[config.mk]
export PLATFORM = sky130hd
export DESIGN_NAME = wave_dac_spi
export DESIGN_NICKNAME = d
export VERILOG_FILES = /design/src/rtl/wave_dac_spi.sv
export SDC_FILE = /design/constraint.sdc
export NUM_CORES = 1
export LEC_CHECK = 0
export ABC_AREA = 1
export BUFFER_PORTS_ARGS = -buffer_cell sky130_fd_sc_hd__buf_2
export CORE_AREA = 2 2 122 124
export CTS_CLUSTER_DIAMETER = 100
export DETAILED_ROUTE_END_ITERATION = 7
export DIE_AREA = 0 0 124 126
export GPL_ROUTABILITY_DRIVEN = 1
export GPL_TIMING_DRIVEN = 0
export PLACE_DENSITY = 0.78
export RECOVER_POWER = 50
export SYNTH_ARGS = -nofsm -noshare
export SYNTH_HDL_FRONTEND = slang
export SYNTH_SLANG_ARGS = --single-unit
export TNS_END_PERCENT = 30
[constraint.sdc]
create_clock -name clk -period 4.8 [get_ports clk]
set_input_delay 0.48 -clock clk [delete_from_list [all_inputs] [get_ports clk]]
set_output_delay 0.48 -clock clk [all_outputs]
set_load 0.01 [all_outputs]
[src/rtl/wave_dac_spi.sv]
// wave_dac_spi: gain/saturate 16-bit wave samples and serialise each one as a
// 24-bit SPI frame {CMD, code} to an external DAC. SPI mode 0, MSB first.
//
// Ports:
//   clk, rst                     system clock, synchronous active-high reset
//   sample_in/valid/ready        valid/ready sample input into a one-entry buffer
//   gain                         9-bit unsigned gain, 256 = unity, taken at frame load
//   dac_sclk/dac_mosi/dac_cs_n   SPI outputs
//   frame_done                   one-cycle pulse as cs_n returns high
//   frame_count                  number of completed frames (wraps)
module wave_dac_spi #(
  parameter int unsigned CLK_DIV = 2,
  parameter logic [7:0]  CMD     = 8'h30,
  parameter int unsigned CS_GAP  = 4
) (
  input  logic        clk,
  input  logic        rst,
  input  logic [15:0] sample_in,
  input  logic        sample_valid,
  output logic        sample_ready,
  input  logic [8:0]  gain,
  output logic        dac_sclk,
  output logic        dac_mosi,
  output logic        dac_cs_n,
  output logic        frame_done,
  output logic [15:0] frame_count
);

  localparam int unsigned DIV_W  = (CLK_DIV > 1) ? $clog2(CLK_DIV) : 1;
  localparam int unsigned GAP_W  = $clog2(CS_GAP + 1);
  localparam int unsigned BIT_W  = 5;
  localparam int unsigned FRM_W  = 24;

  typedef enum logic [1:0] {
    ST_IDLE,
    ST_LOAD,
    ST_SHIFT,
    ST_GAP
  } state_e;

  state_e             state_q, state_d;
  logic [15:0]        buf_q, buf_d;
  logic               buf_full_q, buf_full_d;
  logic               ready_q, ready_d;
  logic [FRM_W-1:0]   shift_q, shift_d;
  logic [BIT_W-1:0]   bit_cnt_q, bit_cnt_d;
  logic [DIV_W-1:0]   div_cnt_q, div_cnt_d;
  logic [GAP_W-1:0]   gap_cnt_q, gap_cnt_d;
  logic               sclk_q, sclk_d;
  logic               mosi_q, mosi_d;
  logic               cs_n_q, cs_n_d;
  logic               frame_done_q, frame_done_d;
  logic [15:0]        frame_count_q, frame_count_d;

  logic [24:0]        product_c;
  logic [16:0]        prod_hi_c;
  logic [15:0]        scaled_c;

  // Gain multiply with saturation: anything at or above 2^24 clips to full scale.
  always_comb begin
    product_c = 25'(buf_q) * 25'(gain);
    prod_hi_c = 17'(product_c >> 8);
    scaled_c  = prod_hi_c[16] ? 16'hFFFF : prod_hi_c[15:0];
  end

  // Next-state and output logic.
  always_comb begin
    state_d       = state_q;
    buf_d         = buf_q;
    buf_full_d    = buf_full_q;
    shift_d       = shift_q;
    bit_cnt_d     = bit_cnt_q;
    div_cnt_d     = div_cnt_q;
    gap_cnt_d     = gap_cnt_q;
    sclk_d        = sclk_q;
    cs_n_d        = cs_n_q;
    frame_done_d  = 1'b0;
    frame_count_d = frame_count_q;

    // ready_q mirrors !buf_full_q, so an accept never coincides with a release.
    if (sample_valid && ready_q) begin
      buf_d      = sample_in;
      buf_full_d = 1'b1;
    end

    case (state_q)
      ST_IDLE: begin
        if (buf_full_d) state_d = ST_LOAD;
      end

      ST_LOAD: begin
        shift_d    = {CMD, scaled_c};
        buf_full_d = 1'b0;
        bit_cnt_d  = BIT_W'(FRM_W - 1);
        div_cnt_d  = '0;
        sclk_d     = 1'b0;
        cs_n_d     = 1'b0;
        state_d    = ST_SHIFT;
      end

      ST_SHIFT: begin
        if (div_cnt_q == DIV_W'(CLK_DIV - 1)) begin
          div_cnt_d = '0;
          if (!sclk_q) begin
            sclk_d = 1'b1;
          end else begin
            // End of a high phase: either advance to the next bit or close the frame.
            sclk_d = 1'b0;
            if (bit_cnt_q == '0) begin
              cs_n_d        = 1'b1;
              frame_done_d  = 1'b1;
              frame_count_d = frame_count_q + 16'd1;
              gap_cnt_d     = GAP_W'(1);
              state_d       = ST_GAP;
            end else begin
              shift_d   = {shift_q[FRM_W-2:0], 1'b0};
              bit_cnt_d = bit_cnt_q - BIT_W'(1);
            end
          end
        end else begin
          div_cnt_d = div_cnt_q + DIV_W'(1);
        end
      end

      ST_GAP: begin
        // The frame_done cycle is the first of the CS_GAP high cycles.
        if (gap_cnt_q == GAP_W'(CS_GAP)) begin
          state_d = buf_full_d ? ST_LOAD : ST_IDLE;
        end else begin
          gap_cnt_d = gap_cnt_q + GAP_W'(1);
        end
      end

      default: state_d = ST_IDLE;
    endcase

    ready_d = !buf_full_d;
    mosi_d  = cs_n_d ? 1'b0 : shift_d[FRM_W-1];
  end

  // State register.
  always_ff @(posedge clk) begin
    if (rst) begin
      state_q       <= ST_IDLE;
      buf_q         <= '0;
      buf_full_q    <= 1'b0;
      ready_q       <= 1'b0;
      shift_q       <= '0;
      bit_cnt_q     <= '0;
      div_cnt_q     <= '0;
      gap_cnt_q     <= '0;
      sclk_q        <= 1'b0;
      mosi_q        <= 1'b0;
      cs_n_q        <= 1'b1;
      frame_done_q  <= 1'b0;
      frame_count_q <= '0;
    end else begin
      state_q       <= state_d;
      buf_q         <= buf_d;
      buf_full_q    <= buf_full_d;
      ready_q       <= ready_d;
      shift_q       <= shift_d;
      bit_cnt_q     <= bit_cnt_d;
      div_cnt_q     <= div_cnt_d;
      gap_cnt_q     <= gap_cnt_d;
      sclk_q        <= sclk_d;
      mosi_q        <= mosi_d;
      cs_n_q        <= cs_n_d;
      frame_done_q  <= frame_done_d;
      frame_count_q <= frame_count_d;
    end
  end

  assign sample_ready = ready_q;
  assign dac_sclk     = sclk_q;
  assign dac_mosi     = mosi_q;
  assign dac_cs_n     = cs_n_q;
  assign frame_done   = frame_done_q;
  assign frame_count  = frame_count_q;

endmodule

==> impl_results.rst <==
.. list-table::
   :header-rows: 1

   * - Metric
     - Value
   * - Post-route DRC violation count
     - 0
   * - Reg2reg end
     - shift_q[0]$_SDFFE_PP0P_
   * - Clock root cell
     - sky130_fd_sc_hd__clkbuf_16
   * - Clock edge transition at the registers on the reported setup and hold paths
     - 0.06 ns
   * - Initial cell density of the core
     - 56.2%
   * - Post-route clock period utilization
     - 95.6%
   * - Routed vias
     - 7002
   * - Largest delay contributor family on the critical path
     - adder cells
   * - Input/output buffers
     - 40
   * - Total global routing overflow
     - 0
   * - Kind of path behind the tightest hold check
     - input pin to flip-flop
   * - Via count of the first global-routing pass
     - 6979
   * - Share of cells above drive strength 1
     - 10.4%
   * - Sequence of cells on the critical path
     - clkbuf_2 > buf_6 > nand2_1 > inv_1 > fa_1 > fa_1 > fa_1 > inv_1 > fa_1 > inv_1 > ha_2 > nand2_2 > inv_2 > nand2_1 > and2_1 > nand2_1 > a21oi_2 > nand3b_2 > nand2_4 > buf_6 > nand2_1 > nand2_1 > a21oi_2
   * - Antenna violations before repair
     - 0
   * - Time the worst path needs with I/O delays and setup
     - 4.59 ns
   * - Post-detail-place hpwl
     - 14500 um
   * - Floorplan die area
     - 0.0156 mm2
   * - Post-synthesis net count
     - 1319
   * - Commonest register cell after synthesis
     - sky130_fd_sc_hd__dfxtp_1
   * - Horizontal die dimension
     - 124 um
   * - Final antenna diode count
     - 0
   * - Fmax
     - 0.218 GHz
   * - Synth Area in XOR/XNOR
     - 1.42%
   * - Clock insertion delay at the later pin of the skew report
     - 0.34 ns
   * - Distinct cells, synth
     - 44
   * - Largest net degree at the start of global routing
     - 16
   * - Main combinational cell family by area after synthesis
     - adder cells
   * - Netlist area before placement
     - 0.00805 mm2
   * - Element type at the critical path start
     - input pin
   * - Multiplexer share of the synthesized area
     - 0%
   * - Register bit total from synthesis
     - 73
   * - Post-synthesis instance total
     - 1143
   * - Area Overhead vs Synth
     - 10.4%
   * - Compound-gate portion of the synthesized area
     - 9.97%
   * - Buffering stage count on the worst path with inverters included
     - 7
   * - Post-synthesis share of cell area spent on full adders, half adders and majority gates
     - 32.2%
   * - Hold path endpoint
     - buf_q[0]$_SDFFE_PP0P_
   * - Die Span Y
     - 126 um
   * - Combined global-route utilization of all metal layers
     - 25.6%
   * - CTS tree
     - done
   * - Starting DRC count in detailed routing
     - 402
   * - Reported leakage power
     - 4.83 nW
   * - CP Data Required Time
     - 5.01 ns
   * - Number of buffers added to fix hold violations after cts
     - 0
   * - Filler instances
     - 1284
   * - Placed Cells incl. Taps
     - 1367
   * - Hold depth
     - 3
   * - Leading cell type in the layout, fill and taps excluded
     - sky130_fd_sc_hd__nand2_1
   * - Maximum cell stage delay along the critical path
     - 0.56 ns
   * - Worst supply voltage drop on vdd
     - 0.000191 V
   * - Final Net Count
     - 1355
   * - Launching point of the worst reg2reg path
     - buf_q[13]$_SDFFE_PP0P_
   * - Arrival time worst endpoint
     - 4.80 ns
   * - Critical path endpoint category
     - flip-flop
   * - Post-route antenna net violation count
     - 0
   * - Setup Slack @ Placement
     - -0.708 ns
   * - Number of placement rows
     - 44
   * - Total of max-cap violations
     - 0
   * - Most area-consuming cells after synthesis
     - sky130_fd_sc_hd__fa_1 24%, sky130_fd_sc_hd__dfxtp_1 18%, sky130_fd_sc_hd__nand2_1 13%, sky130_fd_sc_hd__inv_1 12%, sky130_fd_sc_hd__ha_1 7.8%
   * - Reg2reg path depth
     - 21
   * - Cell taking the most area after synthesis
     - sky130_fd_sc_hd__fa_1
   * - Fraction of synthesis flops using an asynchronous set or reset pin
     - 0%
   * - Tightest Pin Transition
     - 0.659 ns
   * - Maximum level of the CTS H-tree
     - 3
   * - I/O pins
     - 49
   * - Dominant cell type by count on the critical path
     - sky130_fd_sc_hd__nand2_1
   * - Detailed-router iteration count before antenna repair
     - 7
   * - Ratio of routed vias to standard cells
     - 5.12
   * - Count of yosys warnings during synthesis
     - 0
   * - Clock buffers created by TritonCTS
     - 9
   * - Path type of the worst setup path
     - input pin to flip-flop
   * - Post-synth top area share
     - 24.4%
   * - Area share of and/or/nand/nor cells after synthesis
     - 23.2%
   * - Relative slew slack
     - 56.1%
   * - Final worst-path setup slack
     - 0.209 ns
   * - Most used cells in the layout excluding fill and tap cells
     - 284 x sky130_fd_sc_hd__nand2_1, 262 x sky130_fd_sc_hd__inv_1, 98 x sky130_fd_sc_hd__fa_1
   * - Count of final setup violators
     - 0
   * - Number of enable flip-flop cells after synthesis
     - 0
   * - Start point of the worst min-delay path
     - sample_in[0]
   * - Post-layout instance count excluding filler cells
     - 1368
   * - CTS Buffer Depth
     - 2
   * - Placer congestion estimate
     - 0.946
   * - Mean post-synth cell area
     - 7.04 um2
   * - Run status
     - finished, final reports clean
   * - Final number of hold-violating endpoints
     - 0
   * - Routed wirelength normalized by instance count
     - 13.6 um
   * - Clock skew after layout
     - 0.00490 ns
   * - Register area share after synthesis
     - 18.2%
   * - Number of sinks on the clock net
     - 73
   * - WL final
     - 18700 um
   * - Reg2Reg Setup Slack
     - 0.23 ns
   * - Total power per unit cell area
     - 371 mW/mm2
   * - Overall Power
     - 0.00330 W
   * - First-pass GRT wire length
     - 31900 um
   * - Floorplan core area
     - 0.0143 mm2
   * - Maximum net fanout on the critical path
     - 10
   * - Max-slew violation total from the final report
     - 0
   * - Critical-path cell with the highest stage delay
     - sky130_fd_sc_hd__fa_1
==> area by class of cell <==
| cell class | instances | area [um2] | area share (%) |
|---|---|---|---|
| plain buffers | 32 | 211 | 2.38 |
| clock buffers | 10 | 229 | 2.58 |
| clock inverters | 6 | 90.1 | 1.01 |
| inverters | 271 | 1020 | 11.5 |
| multi-input cells | 751 | 5440 | 61.3 |
| flip-flops and latches | 73 | 1480 | 16.7 |
| well taps | 184 | 230 | 2.59 |
| repair buffers | 41 | 181 | 2.04 |
==> power by group <==
part | switching (W) | internal [W] | total (W)
Sequential | 0.0000896 | 0.000714 | 0.000804
Clock | 0.000275 | 0.000457 | 0.000732
Combinational | 0.00109 | 0.000671 | 0.00176
Total | 0.00146 | 0.00184 | 0.00330
==> synthesized netlist by cell type (4+ instances only) <==
cell,number
sky130_fd_sc_hd__o21ai_1,5
sky130_fd_sc_hd__nor2_1,90
sky130_fd_sc_hd__nand2_2,13
sky130_fd_sc_hd__clkbuf_1,41
sky130_fd_sc_hd__ha_1,50
sky130_fd_sc_hd__o21a_1,4
sky130_fd_sc_hd__xor2_1,6
sky130_fd_sc_hd__a21oi_1,47
sky130_fd_sc_hd__inv_1,262
sky130_fd_sc_hd__nor3_1,9
sky130_fd_sc_hd__a31oi_1,4
sky130_fd_sc_hd__dfxtp_1,73
sky130_fd_sc_hd__inv_2,5
sky130_fd_sc_hd__a21oi_2,11
sky130_fd_sc_hd__nand3_1,23
sky130_fd_sc_hd__xnor2_1,7
sky130_fd_sc_hd__fa_1,98
sky130_fd_sc_hd__nand2_1,285
sky130_fd_sc_hd__nand4_1,9
sky130_fd_sc_hd__o21ai_0,62
==> kinds of logic after synthesis <==
family | count (synthesis)
simple gates | 447
buf+inv | 319
fa+ha+maj | 148
compound gates | 143
flops | 73
xor+xnor | 13
==> tightest hold or removal path, stage by stage <==
cell	delay, ns
sky130_fd_sc_hd__buf_2	0.07
sky130_fd_sc_hd__o21ai_0	0.07
sky130_fd_sc_hd__nor2_1	0.07
==> registers in the layout, summed over array words and instances, names as in the netlist <==
register and cells:
sample_ready 1, dac_cs_n 1, dac_mosi 1, state_q 2
shift_q 24, frame_count 16, frame_done 1, buf_q 16
gap_cnt_q 3, bit_cnt_q 5, buf_full_q 1, div_cnt_q 1
dac_sclk 1
==> per-stage QoR <==
stage	TNS, ns	utilization (%)	area (um2)	hold WS [ns]
after floorplan	0	-	8050	0.445
after global placement	-9.12	59.2	8480	0.453
after detailed placement	-9.97	59.2	8480	0.463
after CTS	0	61.3	8770	0.381
after global routing	-0.00701	62.0	8880	0.425
final	0	62.0	8880	0.387
==> worst max-delay path by stage <==
stage                            from                        to  slack (ns)  cells after the start
5_1_grt                       gain[6]   shift_q[1]$_SDFFE_PP0P_      -0.005                     25
6_report                      gain[5]   shift_q[0]$_SDFFE_PP0P_        0.21                     23
2_1_floorplan                 gain[8]  shift_q[11]$_SDFFE_PP0P_        0.05                     23
4_1_cts        buf_q[10]$_SDFFE_PP0P_   shift_q[0]$_SDFFE_PP0P_       0.003                     22
3_3_place_gp                  gain[5]   shift_q[0]$_SDFFE_PP0P_       -0.66                     23
3_5_place_dp                  gain[7]   shift_q[0]$_SDFFE_PP0P_       -0.71                     23
==> repair_timing <==
action | CTS | global route
pin swaps | 0 | 2
setup endpoints to repair | 16 | 16
resized for setup | 17 | 64
buffers inserted | 0 | 1
==> metal layers <==
| layer | wire length [um] | GRT usage, % | up-vias |
|---|---|---|---|
| li1 | - | - | 3460 |
| met1 | 8180 | 33.7 | 3286 |
| met2 | 8840 | 42.3 | 220 |
| met3 | 1210 | 5.12 | 36 |
| met4 | 444 | 7.80 | 0 |
| met5 | 0 | 0 | - |
No activity file was read; power rests on OpenSTA's default activity.
